<file path="src/rtl/hidden_cpu_pkg.sv">
// Shared opcode/subop constants and FSM encoding for the parametrised HiddenCPU core.
package hidden_cpu_pkg;

   localparam logic [2:0] OP_ADD = 3'd0;
   localparam logic [2:0] OP_SUB = 3'd1;
   localparam logic [2:0] OP_AND = 3'd2;
   localparam logic [2:0] OP_XOR = 3'd3;
   localparam logic [2:0] OP_MOV = 3'd4;
   localparam logic [2:0] OP_ST  = 3'd5;
   localparam logic [2:0] OP_LD  = 3'd6;
   localparam logic [2:0] OP_SYS = 3'd7;

   // Subops live in the rs field, whose width varies with NREG, so compare as int.
   localparam int SYS_BCF = 0;
   localparam int SYS_TOG = 1;
   localparam int SYS_CLC = 2;

   typedef enum logic {
      EXEC = 1'b0,
      LDWB = 1'b1
   } state_t;

endpackage

</file>
<file path="src/rtl/hidden_cpu_gen_if.sv">
// Instruction stream into the core: valid/ready handshake, instruction held by the master.
interface hidden_cpu_gen_if #(
   parameter int IW = 7
);
   logic          instr_valid;
   logic          instr_ready;
   logic [IW-1:0] instr;

   modport master (output instr_valid, output instr, input instr_ready);
   modport slave  (input instr_valid, input instr, output instr_ready);
endinterface

</file>
<file path="src/rtl/hidden_cpu_alu.sv">
// Combinational ALU: ADD/SUB produce carry/borrow and request a carry write; others leave carry alone.
module hidden_cpu_alu
   import hidden_cpu_pkg::*;
#(
   parameter int DATA_W = 8
) (
   input  logic [2:0]        op,
   input  logic [DATA_W-1:0] a,
   input  logic [DATA_W-1:0] b,
   output logic [DATA_W-1:0] result,
   output logic              carry_out,
   output logic              carry_we
);

   logic [DATA_W:0] sumWide;
   logic [DATA_W:0] diffWide;

   // The extra top bit of the difference is set exactly when a < b (unsigned).
   assign sumWide  = {1'b0, a} + {1'b0, b};
   assign diffWide = {1'b0, a} - {1'b0, b};

   always_comb begin
      result    = a;
      carry_out = 1'b0;
      carry_we  = 1'b0;
      case (op)
         OP_ADD: begin
            result    = sumWide[DATA_W-1:0];
            carry_out = sumWide[DATA_W];
            carry_we  = 1'b1;
         end
         OP_SUB: begin
            result    = diffWide[DATA_W-1:0];
            carry_out = diffWide[DATA_W];
            carry_we  = 1'b1;
         end
         OP_AND:  result = a & b;
         OP_XOR:  result = a ^ b;
         OP_MOV:  result = b;
         default: result = a;
      endcase
   end

endmodule

</file>
<file path="src/rtl/hidden_cpu_gen.sv">
// Parametrised HiddenCPU core: one instruction per cycle, LD takes 2 cycles.
// Backpressure: instr_ready drops for the LD writeback cycle; offered instructions then are ignored.
module hidden_cpu_gen
   import hidden_cpu_pkg::*;
#(
   parameter int DATA_W    = 8,
   parameter int NREG      = 4,
   parameter int RAM_DEPTH = 8,
   parameter int PC_W      = 8
) (
   input  logic               clk,
   input  logic               rst,
   hidden_cpu_gen_if.slave    instrBus,
   output logic [DATA_W-1:0]  out_data,
   output logic               out_sel,
   output logic [PC_W-1:0]    pc,
   output logic               carry
);

   localparam int RW = $clog2(NREG);
   localparam int AW = (RAM_DEPTH > 1) ? $clog2(RAM_DEPTH) : 1;

   state_t            state;
   state_t            stateNxt;
   logic              accept;
   logic [2:0]        op;
   logic [RW-1:0]     rd;
   logic [RW-1:0]     rs;
   int                rsIdx;
   logic [DATA_W-1:0] regs [NREG];
   logic [DATA_W-1:0] ram  [RAM_DEPTH];
   logic [DATA_W-1:0] rdVal;
   logic [DATA_W-1:0] rsVal;
   logic [AW-1:0]     ldAddr;
   logic [RW-1:0]     ldDst;
   logic [DATA_W-1:0] aluRes;
   logic              aluCarry;
   logic              aluCarryWe;
   logic [PC_W-1:0]   branchOff;

   assign op     = instrBus.instr[2*RW+2 -: 3];
   assign rd     = instrBus.instr[2*RW-1 -: RW];
   assign rs     = instrBus.instr[RW-1:0];
   assign rsIdx  = int'(rs);
   assign accept = instrBus.instr_valid & instrBus.instr_ready;

   assign rdVal     = regs[rd];
   assign rsVal     = regs[rs];
   assign branchOff = PC_W'(rdVal);

   // Both sources are registers, so the mux only moves at a clock edge.
   assign out_data = out_sel ? DATA_W'(pc) : regs[NREG-1];

   hidden_cpu_alu #(.DATA_W(DATA_W)) uAlu (
      .op       (op),
      .a        (rdVal),
      .b        (rsVal),
      .result   (aluRes),
      .carry_out(aluCarry),
      .carry_we (aluCarryWe)
   );

   always_ff @(posedge clk or posedge rst) begin
      if (rst) state <= EXEC;
      else     state <= stateNxt;
   end

   always_comb begin
      stateNxt = state;
      case (state)
         EXEC:    if (accept && op == OP_LD) stateNxt = LDWB;
         LDWB:    stateNxt = EXEC;
         default: stateNxt = EXEC;
      endcase
   end

   always_comb begin
      instrBus.instr_ready = (state == EXEC);
   end

   // RAM is deliberately left out of reset.
   always_ff @(posedge clk) begin
      if (!rst && accept && op == OP_ST) ram[AW'(rdVal)] <= rsVal;
   end

   always_ff @(posedge clk or posedge rst) begin
      if (rst) begin
         for (int i = 0; i < NREG; i++) regs[i] <= DATA_W'(i);
         pc      <= '0;
         carry   <= 1'b0;
         out_sel <= 1'b0;
         ldAddr  <= '0;
         ldDst   <= '0;
      end else if (state == LDWB) begin
         regs[ldDst] <= ram[ldAddr];
      end else if (accept) begin
         pc <= pc + PC_W'(1);
         case (op)
            OP_ADD, OP_SUB, OP_AND, OP_XOR, OP_MOV: begin
               regs[rd] <= aluRes;
               if (aluCarryWe) carry <= aluCarry;
            end
            OP_LD: begin
               ldAddr <= AW'(rsVal);
               ldDst  <= rd;
            end
            OP_SYS: begin
               if (rsIdx == SYS_BCF) begin
                  if (carry) pc <= pc + branchOff;
               end else if (rsIdx == SYS_TOG) begin
                  out_sel <= ~out_sel;
               end else if (rsIdx == SYS_CLC) begin
                  carry <= 1'b0;
               end
            end
            default: ;
         endcase
      end
   end

endmodule

</file>
<file path="src/flat_wrapper.sv">
// flat-port wrapper written by rule: the top's interface ports become plain ports
module hidden_cpu_gen_flat import hidden_cpu_pkg::*;
#(
   parameter int DATA_W    = 8,
   parameter int NREG      = 4,
   parameter int RAM_DEPTH = 8,
   parameter int PC_W      = 8
)
  (clk, rst, out_data, out_sel, pc, carry, instrBus_instr_valid, instrBus_instr, instrBus_instr_ready);
  hidden_cpu_gen_if #(.IW(7)) instrBus_i ();
  input  logic clk;
  input  logic rst;
  output logic [DATA_W-1:0] out_data;
  output logic out_sel;
  output logic [PC_W-1:0] pc;
  output logic carry;
  input wire logic [$bits(instrBus_i.instr_valid)-1:0] instrBus_instr_valid;
  input wire logic [$bits(instrBus_i.instr)-1:0] instrBus_instr;
  output wire logic [$bits(instrBus_i.instr_ready)-1:0] instrBus_instr_ready;
  assign instrBus_i.instr_valid = instrBus_instr_valid;
  assign instrBus_i.instr = instrBus_instr;
  assign instrBus_instr_ready = instrBus_i.instr_ready;
  hidden_cpu_gen #(.DATA_W(DATA_W), .NREG(NREG), .RAM_DEPTH(RAM_DEPTH), .PC_W(PC_W)) u_core (.clk(clk), .rst(rst), .instrBus(instrBus_i), .out_data(out_data), .out_sel(out_sel), .pc(pc), .carry(carry));
endmodule
</file>
<file path="config.mk">
export PLATFORM = sky130hd
export DESIGN_NAME = hidden_cpu_gen_flat
export DESIGN_NICKNAME = d
export VERILOG_FILES = /design/src/rtl/hidden_cpu_pkg.sv /design/src/rtl/hidden_cpu_gen_if.sv /design/src/rtl/hidden_cpu_alu.sv /design/src/rtl/hidden_cpu_gen.sv /design/src/flat_wrapper.sv
export SDC_FILE = /design/constraint.sdc
export NUM_CORES = 1
export LEC_CHECK = 0
export BUFFER_PORTS_ARGS = -buffer_cell sky130_fd_sc_hd__clkbuf_2
export CORE_UTILIZATION = 65
export DETAILED_ROUTE_END_ITERATION = 6
export GPL_TIMING_DRIVEN = 0
export PLACE_DENSITY = 0.83
export SYNTH_ARGS = -nofsm -noshare
export SYNTH_HDL_FRONTEND = slang
export SYNTH_HIERARCHICAL = 1
export SYNTH_SLANG_ARGS = --single-unit
export TNS_END_PERCENT = 10
</file>
<file path="constraint.sdc">
create_clock -name clk -period 6.28 [get_ports clk]
set_clock_uncertainty 0.05 [all_clocks]
set_input_delay 0 -clock clk [delete_from_list [all_inputs] [get_ports clk]]
set_output_delay 0 -clock clk [all_outputs]
set_load 0.005 [all_outputs]
</file>
== After elaboration in Yosys (flattened, before gate mapping) ==
Memories as Yosys holds them, arrays and structs flattened.
Index checks and enable logic that the tools add are counted.

* Add/subtract/negate cells: 4
* Multiply operators: 0
* Divide/modulo/power cells: 0
* $lt $le $gt $ge: 5
* Equal/unequal tests: 13
* Shift operators: 0
* Mux-type cells: 31
* Bitwise gates (word level): 9
* Reductions and logical operators: 18

{| class="wikitable"
|+ Operators with widths
! kind !! count
|-
| two-way mux 32 bit || 3
|-
| two-way mux 8 bit || 10
|-
| bitwise mux 32 bit || 2
|-
| one-hot mux 8 bit (5 select lines) || 1
|-
| binary-select mux 8 bit (select 2 bit) || 2
|-
| demux 8 bit (select 2 bit) || 2
|-
| logical NOT 32 bit || 1
|-
| == test 3 bit (second input constant) || 4
|-
| adder 8 x 8 -> 9 bit || 1
|-
| greater-or-equal comparator 3 bit (second input constant) || 3
|-
| inverter 2 -> 3 bit || 3
|-
| subtractor 8 x 8 -> 9 bit || 1
|-
| adder 8 x 1 -> 8 bit (second input constant) || 1
|-
| adder 8 bit || 1
|-
| AND 8 bit || 1
|-
| two-way mux 1 bit || 8
|-
| XOR 8 bit || 1
|-
| AND reduction 7 bit || 1
|-
| == test 3 x 2 -> 1 bit (second input constant) || 2
|-
| < comparator 3 x 1 -> 1 bit (second input constant) || 2
|-
| one-hot mux 1 bit (2 select lines) || 3
|-
| nonzero test 2 bit || 3
|-
| logical AND 1 bit || 5
|-
| AND reduction 5 bit || 1
|-
| other kinds (12) || 18
|}

* Bits in registers: 48
* Latch bits: 0
* Memory bits (writable): 64
* ROM bits: 0
* Bits of input ports: 10
* Output and inout port bits: 19
* Word-level logic and storage cells: 91
* Memories: 1

{| class="wikitable"
|+ Memory list
! memory !! words !! bits a word !! read ports !! clocked after memory_dff !! write ports !! line !! RTL
|-
| u_core.ram || 8 || 8 || 1 || 0 || 1 || hidden_cpu_gen.sv:31 || <nowiki>logic [DATA_W-1:0] ram [RAM_DEPTH];</nowiki>
|}

== Logic depth before layout (Yosys ltp) ==
Gate-level depths: netlist of run 1.

* Depth after elaboration: 10
* Depth in mapped cells: 15
* Mapped depth without buffers: 13

== Modules after synthesis ==
Netlist of run 1, hierarchy kept.

{| class="wikitable"
|+ Modules (own cells, without submodules)
! module !! times used !! cells an instance !! area an instance (µm²) !! seq. area each (µm²)
|-
| hidden_cpu_gen || 1 || 407 || 5661.7 || 3128.0
|-
| hidden_cpu_alu || 1 || 180 || 1222.4 || 0.0
|}

== Worst setup path after synthesis of run 1 ==
OpenSTA, ideal clock, no wires.

* Path type: input to register
* From: in instrBus_instr[2]
* To: reg u_core/regs[30] (netlist name)
* Library setup time: 0.126 ns
* Data arrival time: 2.769 ns
* Required time: 6.104 ns
* Slack: 3.335 ns
* Stages on the path: 15
* Buffers on the path: 2
* Cell sequence: buf_2 buf_6 mux4_2 inv_1 ha_1 inv_1 fa_1 a211oi_1 nor2_1 a31o_2 a21oi_2 o31ai_2 nand2_1 nor3_1 a221o_1

* Cells in the longest elaborated chain, start to end: 10
* Elaborated cells between the ends (all ways): 18
* Classes of those cells: 2 x add/sub; 2 x order compare; 10 x mux; 3 x bitwise; 1 x reduce/logical

{| class="wikitable"
|+ Ends and longest elaborated chain
! item !! line !! RTL
|-
| start, declared || flat_wrapper.sv:18 || <nowiki>input wire logic [$bits(instrBus_i.instr)-1:0] instrBus_instr;</nowiki>
|-
| inverter 2 -> 3 bit (implied by the code) (*) || hidden_cpu_gen.sv:47 || <nowiki>assign rdVal = regs[rd];</nowiki>
|-
| binary-select mux 8 bit (select 2 bit) (*) || hidden_cpu_gen.sv:47 ||
|-
| two-way mux 8 bit (implied by the code) (*) (2 in series) || hidden_cpu_gen.sv:47 ||
|-
| named net u_core.branchOff[0] || hidden_cpu_gen.sv:39 || <nowiki>logic [PC_W-1:0] branchOff;</nowiki>
|-
| subtractor 8 x 8 -> 9 bit / adder 8 x 8 -> 9 bit (equally long branches) || hidden_cpu_alu.sv:20, hidden_cpu_alu.sv:19 ||
|-
| one-hot mux 8 bit (5 select lines) (*) || hidden_cpu_alu.sv:26 || <nowiki>case (op)</nowiki>
|-
| named net u_core.aluRes[6] || hidden_cpu_gen.sv:36 || <nowiki>logic [DATA_W-1:0] aluRes;</nowiki>
|-
| bitwise mux 32 bit (*) || hidden_cpu_gen.sv:100 || <nowiki>regs[rd] <= aluRes;</nowiki>
|-
| two-way mux 32 bit (*) || hidden_cpu_gen.sv:98 || <nowiki>case (op)</nowiki>
|-
| two-way mux 32 bit (*) || hidden_cpu_gen.sv:96 || <nowiki>end else if (accept) begin</nowiki>
|-
| two-way mux 32 bit (*) || hidden_cpu_gen.sv:94 || <nowiki>end else if (state == LDWB) begin</nowiki>
|-
| end signal, assigned by index || hidden_cpu_gen.sv:95 || <nowiki>regs[ldDst] <= ram[ldAddr];</nowiki>
|-
| end signal, assigned by index || hidden_cpu_gen.sv:100 ||
|-
| end, declared || hidden_cpu_gen.sv:30 || <nowiki>logic [DATA_W-1:0] regs [NREG];</nowiki>
|}

Mark *: on every way through the listed nets, which the timed path passes. The rest lies on a longest branch. The select of a mux whose other input is x is not followed.
A chain may end at the register's enable or synchronous reset.

== Worst setup path after layout of run 1 ==
* From: in instrBus_instr[1]
* To: reg u_core/regs[31] (netlist name)

* Cells in the longest elaborated chain, start to end: 10
* Elaborated cells between the ends (all ways): 13
* Classes of those cells: 2 x add/sub; 8 x mux; 3 x bitwise

{| class="wikitable"
|+ Ends and longest elaborated chain
! item !! line !! RTL
|-
| inverter 2 -> 3 bit (implied by the code) (*) || hidden_cpu_gen.sv:48 || <nowiki>assign rsVal = regs[rs];</nowiki>
|-
| binary-select mux 8 bit (select 2 bit) (*) || hidden_cpu_gen.sv:48 ||
|-
| two-way mux 8 bit (implied by the code) (*) (2 in series) || hidden_cpu_gen.sv:48 ||
|-
| named net u_core.rsVal[4] || hidden_cpu_gen.sv:33 || <nowiki>logic [DATA_W-1:0] rsVal;</nowiki>
|-
| subtractor 8 x 8 -> 9 bit / adder 8 x 8 -> 9 bit (equally long branches) || hidden_cpu_alu.sv:20, hidden_cpu_alu.sv:19 ||
|-
| one-hot mux 8 bit (5 select lines) (*) || hidden_cpu_alu.sv:26 ||
|-
| named net u_core.aluRes[7] || hidden_cpu_gen.sv:36 ||
|-
| bitwise mux 32 bit (*) || hidden_cpu_gen.sv:100 ||
|-
| two-way mux 32 bit (*) || hidden_cpu_gen.sv:98 ||
|-
| two-way mux 32 bit (*) || hidden_cpu_gen.sv:96 ||
|-
| two-way mux 32 bit (*) || hidden_cpu_gen.sv:94 ||
|}

Marks and branches as above.

==> run summary, run 1 <==
Root Driver - clkbuf_8
Site Rows - 37
Worst slew pin tran - 903.7 ps
Cell variety after synth - 77
Fin crit share - 59.93%
Fmax - 265.7 MHz
Final #Nets - 665
Post-synth EDFFs - 64
Global-route wire length before repair - 29320 um
Core Footprint - 10280 um^2
Tot Pwr - 2.794 mW
Outcome - finished, final reports clean
Gate Count Post-Synth - 587
Chip height - 104.9 um
Largest net degree at the start of global routing - 33
Via-to-Cell Ratio - 7.240
Crit path largest cell delay - 670 ps
Routed Antenna Nets - 0
Clk buf depth - 2
FF-to-FF setup slack - 2520 ps
Leading area contributor after synthesis - edfxtp_1
Port Buf Inserts - 27
Slew HR - 39.75%
CP max FO - 11
Initial Utilization - 66.98%
Worst-skew pair later-pin latency - 380 ps
CTS sink count - 112
Crit path kind - primary input to flip-flop
Htree depth - 3
Avg Cell Area, Syn - 11.73 um^2
CTS tree - yes
Synth Cell Area - 6884 um^2
Critical path startpoint category - primary input
Starting DRT DRC Count - 759
Peak VDD IR - 221.9 uV
Via Count - 5560
Placed Cells - 751
Final instance area - 7446 um^2
Die ar. - 11010 um^2
Vias in the first global route - 5394
Period minus WS final - 3764 ps
Hpwl dp - 12990 um
Routed len/inst - 24.42 um
Final Hold Viols - 0
Worst EP required - 6550 ps
Mapped Nets - 625
Post-Place Setup Slack - 2398 ps
Initial antenna violation count - 0
Ratio of cells with drive above 1 in the final layout - 21.04%
Final Non-Filler Cells - 768
Synth Warn # - 6
RSZ-0062 raised after global routing - no
Final number of setup-violating endpoints - 0
Antenna Cells - 0
Fin worst setup slack - 2516 ps
Area of the multi-input gates - 3455 um^2
Num CTS Buffers - 9
Post-route DRC - 0
Top cell type's share of synthesized area - 27.92%
Routed wire length - 18750 um
Setup_tns - 0 ps
Postcts setup bufs - 0
CP Cell Sequence - clkbuf_2 > clkbuf_1 > mux4_2 > inv_1 > ha_1 > clkbuf_1 > o2111ai_1 > a2111oi_0 > a211oi_1 > a211oi_1 > nand2_1 > nor3_1 > a221o_1
Prevailing post-synth register cell - edfxtp_1
Max Cap Viol - 0
Register area share after synthesis - 45.44%
Leakage power - 2.822 nW
Die width - 104.9 um
DRT Pass-1 Iters - 6
Fill cell count - 693
Commonest cells in the netlist - edfxtp_1 (64), dfrtp_1 (44), nor2_1 (41), nand2_1 (36), a21oi_1 (35)
Crit path capture type - flip-flop
Synthesized flop and latch total - 112
DP Area - 7209 um^2
Most frequent cell after synthesis - edfxtp_1
Crit path arrival time - 4030 ps
GR Overflow Total - 0
I/O pin cnt - 29
Top post-synthesis cells by area - edfxtp_1 (28%), dfrtp_1 (16%), mux4_2 (8.8%), ha_1 (4.5%), a221o_1 (3.5%)
GPL Wtd Cong - 0.9974
GRT Total Usage - 35.89%
Slowest-stage cell, CP - clkbuf_1
Number of hold buffers added after cts - 1
Clock transition at the registers of the reported paths - 110 ps
Register area - 3128 um^2
Pins over their slew limit - 0
Pwr Density - 375.3 nW/um^2
Area Overhead vs Synth - 8.161%
Post-CTS sizing - 0
HP Class - primary input to flip-flop
Post-synth ARST share - 42.86%
==> layout make-up <==
cell class | instances | area share (%)
Timing Repair Buffer | 29 | 2.218
Buffer | 38 | 2.739
Clock inverter | 7 | 1.378
Multi-Input combinational cell | 411 | 46.40
Sequential cell | 112 | 42.01
Tap cell | 136 | 2.285
Clock buffer | 9 | 1.664
Inverter | 26 | 1.311
==> routing by layer <==
layer	vias to the layer above	global-route usage, %	wire length, um
met1	2690	48.53	6888
met4	0	14.99	693
met2	433	54.92	8622
met5	-	0	0
li1	2362	-	-
met3	75	10.17	2547
==> final timing paths <==
| check | start | cells after the start | to |
|---|---|---|---|
| setup / recovery | instrBus_instr[1] | 13 | u_core/regs[31] |
| hold / removal | instrBus_instr[0] | 5 | u_core/pc[4] |
| setup reg to reg | u_core/regs[3] | 10 | u_core/regs[31] |
| hold reg to reg | u_core/regs[17] | 1 | u_core/regs[17] |
| max in group asynchronous | rst | 4 | u_core/regs[16] |
| min in group asynchronous | rst | 3 | u_core/regs[23] |
==> stage by stage <==
stage | util [%] | hold WS, ps
floorplan | - | 252.3
global placement | 69.95 | 387.3
detailed placement | 70.15 | -38.36
CTS | 72.45 | 7.850
global route | 72.45 | 45.19
finish | 72.45 | 34.31
==> sequential cells by signal, summed over array words and instances, names as in the netlist <==
signal / cells
u_core/carry: 1
u_core/ldAddr: 3
u_core/ldDst: 2
u_core/out_sel: 1
u_core/pc: 8
u_core/ram: 64
u_core/regs: 32
u_core/state: 1
==> where the power goes <==
group	switching [mW]	internal [mW]
Sequential	0.107	0.910
Clock	0.274	0.200
Combinational	0.747	0.556
Total	1.13	1.67
==> layout by cell type, fill, tap and decap left out, drive strengths merged, types with 4 or more instances in the layout <==
cell type	synthesis	layout
buf	20	21
nand2b	9	9
nand3	12	12
edfxtp	64	64
dfstp	4	4
a221o	24	24
o22ai	6	6
nor3	35	35
o21ai	20	20
a21o	4	4
o211ai	4	4
nor2b	10	10
o31ai	5	5
mux2	21	21
nor2	43	43
mux2i	5	5
nor3b	4	4
clkbuf	18	54
a211oi	7	7
nand2	36	36
a22oi	11	11
ha	25	25
a21oi	36	36
inv	25	29
a31oi	6	6
mux4	34	34
dfrtp	44	44
==> kinds of logic after synthesis <==
kind of cell | count (synthesis) | share of synthesized area [%]
buffers and inverters | 64 | 4.380
XOR/XNOR | 6 | 0.7635
multiplexers | 60 | 16.05
AND/OR/NAND/NOR | 169 | 12.36
AO/OA/AOI/OAI | 148 | 15.59
flip-flops | 112 | 45.44
adder cells (fa/ha/maj) | 28 | 5.416
==> worst max-delay path: cells and delay by family <==
kind | cells | cell delay [ps]
adders and majority gates | 1 | 290
AOI/OAI and AO/OA | 5 | 1550
and+or+nand+nor | 2 | 380
muxes | 1 | 590
buffers and inverters | 4 | 1210
Note: power is estimated with default switching activity, not from simulation.
==> inputs of run 2 (changes only) <==
--- a/config.mk
+++ b/config.mk
@@ -6,10 +6,10 @@
 export NUM_CORES = 1
 export LEC_CHECK = 0
 export BUFFER_PORTS_ARGS = -buffer_cell sky130_fd_sc_hd__clkbuf_2
-export CORE_UTILIZATION = 65
+export CORE_UTILIZATION = 62
 export DETAILED_ROUTE_END_ITERATION = 6
 export GPL_TIMING_DRIVEN = 0
-export PLACE_DENSITY = 0.83
+export PLACE_DENSITY = 0.8
 export SYNTH_ARGS = -nofsm -noshare
 export SYNTH_HDL_FRONTEND = slang
 export SYNTH_HIERARCHICAL = 1
==> constraint.sdc (replaced) <==
create_clock -name clk -period 3.6 [get_ports clk]
set_clock_uncertainty 0.05 [all_clocks]
set_input_delay 0 -clock clk [delete_from_list [all_inputs] [get_ports clk]]
set_output_delay 0 -clock clk [all_outputs]
set_load 0.005 [all_outputs]
==> run 2 against run 1 <==
The flow now finishes with violations (DRC). Largest power group unchanged. Clock power rose by 81%. First-iteration DRC count fell by 7.5%. Power rose by 76%. Die area rose by 4.7%. Hold slack got worse by 3.2 ps. Worst setup slack got worse by 2400 ps. Sequential power rose by 75%. Sequential share of layout area fell by 0.22 points.
==> run summary, run 2 (synthesis results as in run 1) <==
Outcome - complete, but fails checks
Failing checks - DRC
Crit path arrival time - 3730 ps
Root Driver - clkbuf_8
Routed wire length - 18700 um
GR Layer Usage met2 - 52.76%
Ratio of cells with drive above 1 in the final layout - 21.96%
Worst EP required - 3880 ps
CP bufs+invs - 1
Routing usage on met3 - 9.019%
Met1 usage - 46.78%
Most frequent cells in the layout - edfxtp_1 (64), dfrtp_1 (44), nor2_1 (41), nand2_1 (36)
Pwr Density - 658.4 nW/um^2
Final Non-Filler Cells - 773
CP Cell Sequence - mux4_2 > ha_1 > clkbuf_1 > o2111ai_1 > a2111oi_2 > a211oi_1 > a211oi_2 > nand2_1 > nor3_1 > a221o_1
Htree depth - 3
Fmax - 289.9 MHz
Leakage power - 2.836 nW
Period minus WS final - 3450 ps
Crit path largest cell delay - 640 ps
Most common cell after layout, fill and taps aside - edfxtp_1
Largest net degree at the start of global routing - 33
Die width - 107.4 um
Chip height - 107.4 um
Fin util - 69.06%
Hold Slack - 31.11 ps
Max reg flops - 64
Max Cap Viol - 0
Placed Cells - 755
Area of the multi-input gates - 3478 um^2
Most flop-heavy register - u_core/ram
CP max FO - 8
Fin crit share - 95.83%
Final instance area - 7486 um^2
Worst slew pin tran - 903.6 ps
Routed len/inst - 24.19 um
Via Count - 5514
Worst-skew pair later-pin latency - 390 ps
Slew HR - 39.54%
Hpwl dp - 12990 um
CTS tree - yes
Initial antenna violation count - 0
CTS sink count - 112
Core Footprint - 10840 um^2
Register area - 3128 um^2
GPL Wtd Cong - 0.9413
Peak VDD IR - 555.6 uV
GRT Total Usage - 34.09%
Starting DRT DRC Count - 702
Routed Antenna Nets - 0
Clk buf depth - 2
Global-route wire length before repair - 29040 um
Initial Utilization - 63.50%
Final #Nets - 666
Vias in the first global route - 5295
Critical path startpoint category - flip-flop
Die ar. - 11530 um^2
HP Class - primary input to flip-flop
DRT Pass-1 Iters - 7
Post-Place Setup Slack - -343.7 ps
Fill cell count - 778
Final Hold Viols - 0
Pins over their slew limit - 0
Largest regs - u_core/ram (64), u_core/regs (32), u_core/pc (8)
CP delay by family, top - compound AO/OA/AOI/OAI gates
Area Overhead vs Synth - 8.742%
DP Area - 7214 um^2
Port Buf Inserts - 27
Tot Pwr - 4.928 mW
Setup_tns - 0 ps
Slowest-stage cell, CP - mux4_2
Post-route DRC - 3
Fin worst setup slack - 150.3 ps
Global route hottest layer - met2
Final number of setup-violating endpoints - 0
Site Rows - 38
Crit path capture type - flip-flop
GR Overflow Total - 0
Via-to-Cell Ratio - 7.133
I/O pin cnt - 29
Num CTS Buffers - 9
Antenna Cells - 0
Clock transition at the registers of the reported paths - 120 ps
Crit path kind - flip-flop to flip-flop
## run 2: cell types whose count changed in the layout (fill, tap and decap cells not counted), moves of 2 or more
cell and change:
clkinv_8 -2, buf_4 +2, a2111oi_0 -2, clkbuf_1 -2
## run 2: per-layer routing
| layer | share of wire, % | routed length [um] |
|---|---|---|
| met1 | 38 | 7166 |
| met4 | 3.1 | 573 |
| met5 | 0 | 0 |
| met3 | 12 | 2247 |
| met2 | 47 | 8712 |
## run 2: repair_timing
item	4_1_cts	5_1_grt
gates resized for setup	1	7
hold buffers	1	0
endpoints found under the hold margin	44	0
setup endpoints to repair	3	7
setup buffers	0	2
## run 2: area by class of cell
class / instances / share of cell area, %
Inverter: 26 / 1.304
Tap cell: 140 / 2.340
Buffer: 37 / 2.691
Multi-Input combinational cell: 411 / 46.47
Clock buffer: 9 / 1.655
Sequential cell: 112 / 41.79
Clock inverter: 7 / 1.354
Timing Repair Buffer: 31 / 2.407
## run 2: tightest hold or removal path, cell delays in order
cell	delay [ps]
clkbuf_2	90
nor3b_1	90
nand2b_1	100
or3b_2	120
a21oi_1	60
## run 2: path summary, 6_finish.rpt
check | startpoint | endpoint | slack (ps) | depth (start not counted)
worst max-delay path | u_core/regs[2] | u_core/regs[31] | 150 | 10
max in group asynchronous | rst | u_core/regs[1] | 2790 | 4
worst min-delay path | instrBus_instr[1] | u_core/pc[4] | 30 | 5
min in group asynchronous | rst | u_core/pc[4] | 120 | 3
worst min register to register | u_core/regs[9] | u_core/regs[9] | 490 | 2
worst max register to register | u_core/regs[2] | u_core/regs[31] | 150 | 10
## run 2: power by group
| group | leakage (nW) | internal, mW | switching, mW |
|---|---|---|---|
| Combinational | 1.54 | 0.987 | 1.30 |
| Sequential | 1.18 | 1.59 | 0.191 |
| Clock | 0.114 | 0.401 | 0.458 |
==> inputs of run 3 (changes only) <==
--- a/config.mk
+++ b/config.mk
@@ -5,11 +5,12 @@
 export SDC_FILE = /design/constraint.sdc
 export NUM_CORES = 1
 export LEC_CHECK = 0
+export ABC_AREA = 1
 export BUFFER_PORTS_ARGS = -buffer_cell sky130_fd_sc_hd__clkbuf_2
-export CORE_UTILIZATION = 62
+export CORE_UTILIZATION = 63
 export DETAILED_ROUTE_END_ITERATION = 6
 export GPL_TIMING_DRIVEN = 0
-export PLACE_DENSITY = 0.8
+export PLACE_DENSITY = 0.81
 export SYNTH_ARGS = -nofsm -noshare
 export SYNTH_HDL_FRONTEND = slang
 export SYNTH_HIERARCHICAL = 1
==> run 3 against run 2 <==
The run now ends clean. Sequential power about the same. Register-to-register slack improved by 70 ps. Hold slack improved by 5.5 ps. Utilization up 1.7 points. Cell area grew 2.5%. Area after synthesis up 1.5%. Worst setup slack improved by 12 ps. Power grew 2.1%. Clock power down 1%. Sequential share of layout area is 1.0 points lower. Non-clock buffer count shrank 6. Largest cell class unchanged. Die area down 0.15%.
==> run summary, run 3 <==
Initial antenna violation count - 0
Routed Antenna Nets - 0
Worst EP required - 3870 ps
Avg Cell Area, Syn - 8.037 um^2
GRT Total Usage - 39.44%
DP Area - 7315 um^2
Hpwl dp - 16180 um
Met2 wire len - 10350 um
Final number of setup-violating endpoints - 0
Root Driver - clkbuf_8
CP bufs+invs - 6
Slowest-stage cell, CP - dlygate4sd3_1
CP Cell Sequence - dlygate4sd3_1 > clkbuf_2 > nor2_1 > clkbuf_2 > a22oi_1 > nand2_1 > ha_1 > buf_4 > nand2_1 > inv_1 > a21oi_1 > nand2_1 > nand2_1 > nand3_1 > nand4_1 > inv_1 > nor2_1 > a21oi_1 > o21ai_1
Routed wire length - 21780 um
Die ar. - 11510 um^2
Crit path capture type - flip-flop
Fill cell count - 843
Most common cell after layout, fill and taps aside - nand2_1
Synthesized flop and latch total - 112
Ratio of cells with drive above 1 in the final layout - 12.61%
Clk buf depth - 2
Slew HR - 40.79%
Via-to-Cell Ratio - 6.340
GR Overflow Total - 0
Synth Warn # - 6
Prevailing post-synth register cell - edfxtp_1
Final instance area - 7674 um^2
Gate Count Post-Synth - 869
Fin crit share - 95.50%
Area Overhead vs Synth - 9.871%
Max reg flops - 64
Pwr Density - 655.8 nW/um^2
Global-route wire length before repair - 33410 um
Leading area contributor after synthesis - edfxtp_1
CTS tree - yes
Final Hold Viols - 0
Initial Utilization - 64.43%
Clock transition at the registers of the reported paths - 120 ps
Port Buf Inserts - 27
Chip height - 107.3 um
Post-synth ARST share - 42.86%
Antenna Cells - 0
Core Footprint - 10840 um^2
Post-route DRC - 0
Max Cap Viol - 0
Met3 Routed Length - 2250 um
Crit path arrival time - 3710 ps
CP max FO - 10
Largest regs - u_core/ram (64), u_core/regs (32), u_core/pc (8)
DRT Pass-1 Iters - 5
Starting DRT DRC Count - 726
Critical path startpoint category - primary input
Vias in the first global route - 6404
Crit path kind - primary input to flip-flop
Worst slew pin tran - 884.9 ps
Synth Cell Area - 6984 um^2
Site Rows - 38
Most frequent cells in the layout - nand2_1 (166), nor2_1 (97), inv_1 (85), o21ai_0 (79), a21oi_1 (76)
CTS sink count - 112
Most flop-heavy register - u_core/ram
Top post-synthesis cells by area - edfxtp_1 (28%), dfrtp_1 (16%), nand2_1 (9.0%), o21ai_0 (5.7%), a21oi_1 (5.4%)
Largest net degree at the start of global routing - 39
Most common cell on crit path - nand2_1
Commonest cells in the netlist - nand2_1 (167), nor2_1 (98), inv_1 (86), o21ai_0 (79), a21oi_1 (76)
Post-synth EDFFs - 64
GPL Wtd Cong - 0.9820
Register area share after synthesis - 44.79%
Met1 wire length - 8261 um
Peak VDD IR - 368.2 uV
Final #Nets - 953
Outcome - finished, final reports clean
Top Layer Used - met4
Routed len/inst - 20.55 um
Num CTS Buffers - 9
Pins over their slew limit - 0
HP Class - primary input to asynchronous set/reset pin
Worst-skew pair later-pin latency - 400 ps
Tot Pwr - 5.033 mW
CP delay by family, top - simple AND/OR/NAND/NOR gates
Cell variety after synth - 45
Crit path largest cell delay - 530 ps
I/O pin cnt - 29
Leakage power - 3.330 nW
Mapped Nets - 907
Via Count - 6720
Die width - 107.3 um
Most frequent cell after synthesis - nand2_1
Htree depth - 3
Period minus WS final - 3438 ps
Fmax - 290.9 MHz
Top cell type's share of synthesized area - 27.52%
[run 3: cell count changes in the layout (fill, tap and decap cells not counted), moves of 27 or more]
cell     before  now
nor2_1       41   97
inv_1        23   85
a21oi_1      34   76
nand2_1      36  166
mux4_2       27    0
o21ai_0      19   79
[run 3: routing by layer]
layer,vias to the layer above,global-route usage (%)
met2,458,63.73
met4,0,21.53
met1,3130,50.79
li1,3055,-
met5,-,0
met3,77,6.598
[run 3: worst reg2reg max path, cell delays in order (launching register included)]
cell and delay (ps):
dfrtp_1 390, inv_1 80, a21oi_1 120, o21ai_0 160, nand2_1 450, inv_1 120
ha_1 290, buf_4 170, nand2_1 110, inv_1 60, a21oi_1 230, nand2_1 80
nand2_1 60, nand3_1 70, nand4_1 220, inv_1 80, nor2_1 290, a21oi_1 130
o21ai_1 140
[run 3: final cells by class]
type / instances / area [um^2] / area share, %
Inverter: 102 / 385.4 / 5.022
Clock buffer: 9 / 123.9 / 1.614
Sequential cell: 112 / 3128 / 40.76
Tap cell: 140 / 175.2 / 2.283
Multi-Input combinational cell: 628 / 3395 / 44.24
Clock inverter: 7 / 102.6 / 1.337
Buffer: 27 / 143.9 / 1.875
Timing Repair Buffer: 35 / 220.2 / 2.870
[run 3: cell families (layout without fill, tap and decap cells)]
kind of cell               Yosys count  after routing  share of synthesized area (%)
AOI/OAI and AO/OA                  232            232                          18.45
adders and majority gates           28             28                          5.339
and+or+nand+nor                    360            360                          22.84
muxes                                1              1                         0.1612
xor gates and xnor gates             7              7                         0.8778
DFF                                112            112                          44.79
buffers and inverters              129            180                          7.542
[run 3: worst paths after layout]
| kind | slack [ps] | cells after the start | end | start |
|---|---|---|---|---|
| setup reg to reg | 220 | 18 | u_core/regs[7] | u_core/regs[5] |
| hold reg to reg | 490 | 2 | u_core/regs[9] | u_core/regs[9] |
| hold / removal | 40 | 3 | u_core/pc[1] | rst |
| min in group clk | 40 | 4 | u_core/carry | instrBus_instr[1] |
| max in group asynchronous | 2890 | 4 | u_core/regs[16] | rst |
| setup / recovery | 160 | 19 | u_core/regs[7] | instrBus_instr[2] |
[run 3: repair_timing]
action,CTS,global route
cloned,0,0
pin swaps,0,2
setup buffers,0,2
gates resized for setup,3,11
hold buffers,5,0
endpoints found under the hold margin,48,0
setup endpoints to repair,12,12
[run 3: metrics by stage]
stage                     util, %  hold WS (ps)  std cells  TNS [ps]  setup slack (ps)
final                       70.79         36.63       1060         0             162.1
after detailed placement    67.47        -91.83       1037     -7938            -492.0
after floorplan                 -         41.38        869         0             876.3
after global placement      67.29         283.1       1036     -5870            -400.0
after global routing        70.79         59.36       1060    -91.21            -38.72
after CTS                   70.20         18.94       1058         0             80.49
[run 3: where the power goes]
part	internal, mW	total (mW)	switching (mW)
Clock	0.351	0.848	0.497
Combinational	0.785	2.39	1.61
Sequential	1.59	1.79	0.201
